**config.mk**
```make
export PLATFORM = sky130hd
export DESIGN_NAME = io_responder
export DESIGN_NICKNAME = d
export VERILOG_FILES = /design/src/rtl/io_responder.sv
export SDC_FILE = /design/constraint.sdc
export NUM_CORES = 1
export LEC_CHECK = 0
export BUFFER_PORTS_ARGS = -buffer_cell sky130_fd_sc_hd__buf_2
export CORE_MARGIN = 2
export CORE_UTILIZATION = 36
export CTS_CLUSTER_SIZE = 40
export DETAILED_ROUTE_END_ITERATION = 8
export PLACE_DENSITY = 0.56
export SLEW_MARGIN = 20
export SYNTH_ARGS = -nofsm -noshare
export SYNTH_HDL_FRONTEND = slang
export SYNTH_SLANG_ARGS = --single-unit
```
**constraint.sdc**
```tcl
create_clock -name clk -period 1.9 [get_ports clk]
set_input_delay 0.285 -clock clk [delete_from_list [all_inputs] [get_ports clk]]
set_output_delay 0.285 -clock clk [all_outputs]
set_load 0.01 [all_outputs]
```
**src/rtl/io_responder.sv**
```systemverilog
// io_responder: memory-mapped I/O port block with synchronized switches, debounced
// sticky button flags, LED/display registers and a free-running timer.
module io_responder #(
  parameter int DEB_CYCLES = 4
) (
  input  logic        clk,
  input  logic        reset,
  input  logic [4:0]  dirport,
  input  logic        io_rd,
  input  logic        io_wr,
  input  logic [15:0] wdata,
  output logic [15:0] rdata,
  output logic        io_ready,
  input  logic [15:0] sw_in,
  input  logic [3:0]  btn_in,
  output logic [15:0] led_out,
  output logic [15:0] seg_out
);
  localparam logic [7:0] DEB_MAX = 8'(DEB_CYCLES - 1);
  logic [15:0] sw_s1, sw_s2, timer, rd_val;
  logic [3:0]  btn_s1, btn_s2, btn_lvl, btn_flags, btn_done, btn_rise;
  logic [7:0]  cnt [4];
  logic        enable, overflow, rd, wr_timer, wr_tctrl, wrap;
  always_comb begin
    rd = io_rd & ~io_wr;
    wr_timer = io_wr && dirport == 5'h04;
    wr_tctrl = io_wr && dirport == 5'h05;
    // a reload of the timer replaces the increment, so it can never wrap that cycle
    wrap = enable & (&timer) & ~wr_timer;
    btn_done = '0;
    for (int i = 0; i < 4; i++) btn_done[i] = (btn_s2[i] != btn_lvl[i]) && cnt[i] == DEB_MAX;
    btn_rise = btn_done & btn_s2;
    rd_val = dirport == 5'h00 ? sw_s2 :
             dirport == 5'h01 ? {12'h000, btn_flags} :
             dirport == 5'h02 ? led_out :
             dirport == 5'h03 ? seg_out :
             dirport == 5'h04 ? timer :
             dirport == 5'h05 ? {overflow, 14'h0000, enable} : 16'h0000;
  end
  always_ff @(posedge clk) begin
    if (reset) begin
      {sw_s1, sw_s2, btn_s1, btn_s2, btn_lvl, btn_flags} <= '0;
      for (int i = 0; i < 4; i++) cnt[i] <= 8'd0;
      {rdata, io_ready, led_out, seg_out, timer, enable, overflow} <= '0;
    end else begin
      sw_s1 <= sw_in;
      sw_s2 <= sw_s1;
      btn_s1 <= btn_in;
      btn_s2 <= btn_s1;
      for (int i = 0; i < 4; i++)
        cnt[i] <= (btn_s2[i] != btn_lvl[i] && !btn_done[i]) ? cnt[i] + 8'd1 : 8'd0;
      btn_lvl <= btn_lvl ^ btn_done;
      // set beats clear: a same-cycle rise survives the read
      btn_flags <= ((rd && dirport == 5'h01) ? 4'h0 : btn_flags) | btn_rise;
      io_ready <= io_rd | io_wr;
      if (rd) rdata <= rd_val;
      if (io_wr && dirport == 5'h02) led_out <= wdata;
      if (io_wr && dirport == 5'h03) seg_out <= wdata;
      timer <= wr_timer ? wdata : enable ? timer + 16'd1 : timer;
      if (wr_tctrl) enable <= wdata[0];
      overflow <= wrap | (overflow & ~(wr_tctrl & wdata[15]));
    end
  end
endmodule
```
Yosys cells after proc, flatten, opt, wreduce, memory -nomap -nowiden --
Memories as Yosys holds them, arrays and structs flattened. Cells that the tools add are included.
Word-level totals: input port bits 45, memories kept 1, flip-flop bits (word level) 115, RAM bits 32, output and inout bits 49, word-level logic and storage cells 89
Memory list:
- cnt | words 4, width 8, read ports 4, clocked after Yosys merged registers in 0, wr ports 4, RTL line 22 | logic [7:0] cnt [4];
Cells by class: bitwise gates (word level) 17, add/sub/neg operators 5, reduce and logical (&&, ||, !) cells 20, eq/ne operators 13, muxes and demuxes 20
Operators with widths (number):
- $mux 16 | 8
- $mux 8 | 8
- $add 8x1->8 const B | 4
- $eq 8x2->1 const B | 4
- $add 16x1->16 const B | 1
- $reduce_and 16->1 | 1
- $logic_and 1x1->1 | 13
- $eq 5x2->1 const B | 2
- $eq 5x3->1 const B | 2
- $or 1x1->1 | 6
- $and 1x1->1 | 5
- $eq 5x1->1 const B | 1
- $logic_not 5->1 | 1
- $and 4x4->4 | 1
- $logic_not 1->1 | 4
- $mux 4 | 1
- $ne 1x1->1 | 4
- $or 4x4->4 | 1
- $xor 4x4->4 | 1
- $mux 1 | 3
- $not 1->1 | 3
- $reduce_bool 2->1 | 1

Depth between registers and ports, before layout --
Gate-level depths: netlist of the first run.
word-level depth 7, depth in mapped cells 7, mapped depth without buffers 5

Worst setup path before layout of the first run --
Ideal clock, no wire load.
kind register to register, start point mem cnt[1][0], end point mem cnt[1][2], buffers on the path 1, stages on the path, launching flop included 7, clock period less this slack 1.693 ns, library setup time 0.115 ns, slack 0.207 ns, arrival time 1.578 ns, path through dfxtp_1 ha_1 or4b_1 nor4_2 or3_1 buf_4 nor2_1
RTL lines (RTL line):
- start: declaration | 22

==> results.yml, run 1 <==
hold_path:
  min_path_type: "in2reg"
finish:
  n_antenna_cell: 0
  nets: 780
  drive_gt1_frac: 0.221
  synthToLayoutAreaGrowth_pct: 22.1
floorplanning:
  start_util: 0.364
  io-pin-count: 94
  num_rows: 47
  core_area_sq_um: 16400
  die_x_um: 133
  fp.dieH_um: 133
  die_area_sq_um: 17600
timing:
  fin_tns_setup_ps: 0
  fin_crit_sh: 0.917
  finClkSkew_ps: 11.5
  drv_slew: 0
  hold_slack_ps: 70.0
  grt_setup_unrepaired: "false"
  max_freq_ghz: 0.574
  timing.slew.headroom: 0.733
  finalCriticalPeriod_ps: 1740
  worst_slew_pin_slew_ps: 399
  setup_violations: 0
  hold_violations: 0
  setup_ws_ps: 158
detailed_routing:
  avgRoutedWirePerCell_um: 15.0
  vias: 4775
  drt-total-wl_mm: 14.5
  drcViolationCount: 0
  postRouteAntennaNets: 0
  routed_via_density: 4.96
  first_pass_iters: 5
  first_iter_violations: 277
pwr:
  power_leakage_uw: 0.00298
  ir_worst_vdd_uv: 727
  p_total_uw: 6840
  power.density_cell_area_nw_per_um2: 938
synthesis:
  yosys_warnings: 0
  ys_types: 43
  syn_inst: 639
  synthesis.area_sq_um: 5970
  avgSynthCellArea_sq_um: 9.35
  yosysSeqAreaShare: 0.493
  yosysTopAreaCellShare: 0.493
  synth_area_leaders: "dfxtp_1, nor2_1, mux2i_1"
  yosysMostFrequentCell: "dfxtp_1"
  synth_edf_count: 0
  synthTopCellsByCount: "dfxtp_1, nor2_1, nand2_1, nor2b_1, mux2i_1"
  synth_top_cell_by_area: "dfxtp_1"
  syn_nets: 689
  synth-seq-cells: 147
  synth_ff_type: "dfxtp_1"
  async_flop_share: 0
clock_tree:
  clockBufferDepth: 2
  clockRootBuffer: "clkbuf_16"
  ctsHoldBuffers: 0
  clk_pin_slew_ps: 60
  clock_latency_ps: 430
  cts_tree: "built"
  cts.sink_count: 147
  post_cts_buffers: 0
  h-tree-depth: 4
  cts_buffers: 17
critical_path:
  worstSetupPathType: "reg2reg"
  critical_path_arrival_ps: 2040
  cp_max_fo: 4
  cp.required_ps: 2200
  start_kind: "flip-flop"
  max_stage_delay_ps: 500
  cp-end-kind: "flip-flop"
  crit_chain: "ha_1 > or4b_1 > nor4_4 > mux2i_1 > nor2_1"
  slowest_stage: "or4b_1"
placement:
  dp_hpwl_mm: 10.5
  pre_cts_ws_ps: -3.58
  gp_congestion: 0.813
  portBuffers: 93
global_routing:
  track_usage: 0.171
  grt_max_degree: 58
  grt_pass1_vias: 4641
  grt_antenna_before_repair: 0
  grt_pass1_wl_mm: 23.9
  overflow: 0
run:
  drv_cap: 0
outcome:
  outcome: "completed"
==> kinds of logic (layout without fill, tap and decap cells) <==
group / after synthesis / in the layout / share of synthesized area
AND/OR/NAND/NOR: 273 / 273 / 0.231
adder cells (fa/ha/maj): 5 / 5 / 0.0105
buffers and inverters: 54 / 157 / 0.0415
flip-flops: 147 / 147 / 0.493
XOR/XNOR: 43 / 43 / 0.0630
multiplexers: 38 / 38 / 0.0658
AO/OA/AOI/OAI: 79 / 79 / 0.0957
==> power by group <==
part           total, uW  switching (uW)  internal (uW)
logic                337             195            142
clock network       3310            1310           2000
registers           3190            40.0           3150
total               6840            1550           5300
==> placed cells by master, fill, tap and decap left out, types with 10 or more instances in the layout <==
cell type	synthesis	layout
clkbuf_16	0	17
nand2_1	51	51
a211oi_1	26	26
mux2_2	10	10
a21oi_1	21	21
a221oi_1	15	15
dfxtp_1	147	147
inv_1	14	14
xor2_1	23	23
buf_2	11	92
xnor2_1	20	20
and3_1	13	13
nor2b_1	43	43
nand3_1	24	24
mux2i_1	28	28
buf_4	6	18
nor2_1	98	98
==> worst paths after layout <==
path,endpoint,cells past startpoint,slack [ps],startpoint
max,flip-flop,5,160,cnt[1][1]
min,sw_s1[11],2,70,sw_in[11]
max reg2reg,flip-flop,5,160,cnt[1][1]
min reg2reg,btn_s2[0],1,440,btn_s1[0]
==> final cells by class <==
| class | instances | area [sq um] |
|---|---|---|
| Fill cell | 1631 | 9110 |
| Sequential cell | 147 | 2940 |
| Inverter | 14 | 52.6 |
| Clock inverter | 11 | 129 |
| Timing Repair Buffer | 112 | 636 |
| Clock buffer | 20 | 457 |
| Tap cell | 220 | 275 |
| Multi-Input combinational cell | 438 | 2800 |
==> worst max-delay path, delay by kind of cell, from the launching register on <==
family / cells / cell delay, ps
adder cells (fa/ha/maj): 1 / 250
flip-flops: 1 / 370
AND/OR/NAND/NOR: 3 / 780
multiplexers: 1 / 230
==> registers in the layout, summed over array words and instances, names as in the netlist, named ones only <==
| name | cells |
|---|---|
| overflow | 1 |
| timer | 16 |
| io_ready | 1 |
| sw_s1 | 16 |
| led_out | 16 |
| btn_flags | 4 |
| seg_out | 16 |
| rdata | 16 |
| cnt | 32 |
| enable | 1 |
| sw_s2 | 16 |
| btn_s2 | 4 |
| btn_s1 | 4 |
==> stage by stage <==
stage,std cells,util,cell area [sq um]
2_1_floorplan,639,-,5970
4_1_cts,962,0.444,7280
5_1_grt,962,0.445,7290
3_3_place_gp,931,0.408,6690
3_5_place_dp,931,0.408,6690
6_report,962,0.445,7290
==> per-layer routing <==
layer / routed length, um / track usage / vias up
li1: - / - / 2377
met1: 6760 / 0.225 / 2267
met2: 6770 / 0.270 / 111
met3: 645 / 0.0448 / 20
met4: 291 / 0.0621 / 0
met5: 0 / 0 / -
==> repair_timing <==
action,4_1_cts,5_1_grt
pin swaps,0,0
gates resized for setup,1,2
endpoints found under the setup margin,7,17
(Power assumes the default switching activity.)
==> inputs of run 2 (changes only) <==
CORE_UTILIZATION = 56   (was 36)
PLACE_DENSITY = 0.8   (was 0.56)
==> run 2 against run 1 <==
Against the previous run:
- the flow now finishes with violations (DRC)
- sequential power about the same
- combinational power increased by 7.7%
- setup slack got worse by 57 ps
- register-to-register slack got worse by 60 ps
- largest power group is now sequential cells
==> results.yml, run 2 (synthesized netlist as in run 1, its figures left out) <==
outcome:
  outcome: "complete, but fails checks"
  violations: "DRC"
placement:
  portBuffers: 93
  place_inst: 845
  dp_hpwl_mm: 9.81
  gp_congestion: 0.833
finish:
  nets: 800
  final_cell_mix: "dfxtp_1, nor2_1, buf_2"
  stdcell_count: 899
  synthToLayoutAreaGrowth_pct: 22.8
  multi_input_area_sq_um: 2790
  final_common_cell: "dfxtp_1"
  fillCellCount: 788
  drive_gt1_frac: 0.215
  n_antenna_cell: 0
  largest-register: "cnt"
  largest_register_ffs: 32
  seqCellArea_sq_um: 2940
timing:
  fin_tns_setup_ps: 0
  worst_slew_pin_slew_ps: 564
  timing.slew.headroom: 0.624
  max_freq_ghz: 0.556
  finClkSkew_ps: 8.05
  setup_violations: 0
  drv_slew: 0
  finalCriticalPeriod_ps: 1800
  fin_crit_sh: 0.947
  hold_violations: 0
global_routing:
  overflow: 0
  grt_pass1_vias: 4667
  track_usage: 0.253
  grt_max_degree: 54
  grt_pass1_wl_mm: 22.7
  grt_antenna_before_repair: 0
detailed_routing:
  vias: 4967
  first_pass_iters: 7
  routed_via_density: 5.53
  drcViolationCount: 2
  first_iter_violations: 422
  drt-total-wl_mm: 14.1
  postRouteAntennaNets: 0
  avgRoutedWirePerCell_um: 15.6
critical_path:
  reg2reg_slack_ps: 100
  cp.required_ps: 2310
  r2r_end: "cnt[0][4]"
  reg2reg_depth: 5
  cp-end-kind: "flip-flop"
  start_kind: "flip-flop"
  critical_path_arrival_ps: 2210
  r2r_start: "cnt[0][0]"
  worstSetupPathType: "reg2reg"
  cp_max_fo: 8
clock_tree:
  post_cts_buffers: 0
  clk_pin_slew_ps: 60
  clockBufferDepth: 2
  cts_buffers: 17
  cts.sink_count: 147
  clockRootBuffer: "clkbuf_8"
  h-tree-depth: 4
  clock_latency_ps: 520
  cts_tree: "built"
floorplanning:
  fp.dieH_um: 107
  die_area_sq_um: 11500
  die_x_um: 107
  start_util: 0.579
  core_area_sq_um: 10300
  num_rows: 37
  io-pin-count: 94
pwr:
  power.density_cell_area_nw_per_um2: 891
  ir_worst_vdd_uv: 607
  power_leakage_uw: 0.00303
hold_path:
  min_from: "wdata[14]"
  whs_path_depth: 3
  min_to: "seg_out[14]"
  min_path_type: "in2reg"
run:
  drv_cap: 0
run 2: cell count changes in the layout (fill, tap and decap cells not counted), moves of 2 or more:
| cell | before | now |
|---|---|---|
| buf_4 | 18 | 16 |
| bufinv_16 | 2 | 0 |
| clkinvlp_4 | 2 | 5 |
| dlygate4sd3_1 | 0 | 22 |
| inv_6 | 2 | 7 |
run 2: what timing repair did:
item,4_1_cts,5_1_grt
setup endpoints to repair,0,16
gates resized for setup,0,2
hold buffers,22,0
hold endpoints to repair,22,0
run 2: worst max-delay path by stage:
stage	end	slack, ps	startpoint	cells after the start
global placement	cnt[1][7]	160	cnt[1][0]	5
global route	cnt[0][4]	-10	cnt[0][0]	5
finish	cnt[0][4]	100	cnt[0][0]	5
floorplan	cnt[1][2]	210	cnt[1][0]	6
CTS	cnt[0][4]	20	cnt[0][0]	5
detailed placement	cnt[0][4]	50	cnt[0][0]	5
run 2: where the power goes:
| group | internal, uW | switching, uW |
|---|---|---|
| clock | 1630 | 1360 |
| sequential | 3150 | 37.0 |
| combinational | 168 | 195 |
| total | 4950 | 1590 |
run 2: critical path: stages, from the launching register on:
cell and delay [ps]:
dfxtp_1 390, ha_1 180, or4b_1 460, nor4_2 330
or3_4 260, nor2_1 70
run 2: final cells by class:
class,count,area share
Inverter,14,0.00716
Timing Repair Buffer,132,0.115
Tap cell,136,0.0232
Multi-Input combinational cell,438,0.381
Clock inverter,15,0.0165
Sequential cell,147,0.401
Clock buffer,17,0.0565
run 2: through the flow:
| stage | util | total power (uW) | area [sq um] | worst slack (ps) | hold slack, ps |
|---|---|---|---|---|---|
| 5_1_grt | 0.711 | 6760 | 7340 | -13.5 | 10.6 |
| 3_5_place_dp | 0.636 | 3580 | 6570 | 50.0 | 427 |
| 3_3_place_gp | 0.636 | 3570 | 6570 | 161 | 422 |
| 4_1_cts | 0.710 | 6590 | 7330 | 22.5 | 1.80 |
| 2_1_floorplan | - | 3440 | 5970 | 207 | 401 |
| 6_report | 0.711 | 6540 | 7340 | 101 | 26.7 |
run 2: per-layer routing:
layer | up-vias | global-route usage | share of wire
met2 | 187 | 0.421 | 0.48
met5 | - | 0 | 0
met4 | 0 | 0.0742 | 0.011
met3 | 15 | 0.0751 | 0.075
met1 | 2344 | 0.318 | 0.43
li1 | 2421 | - | -
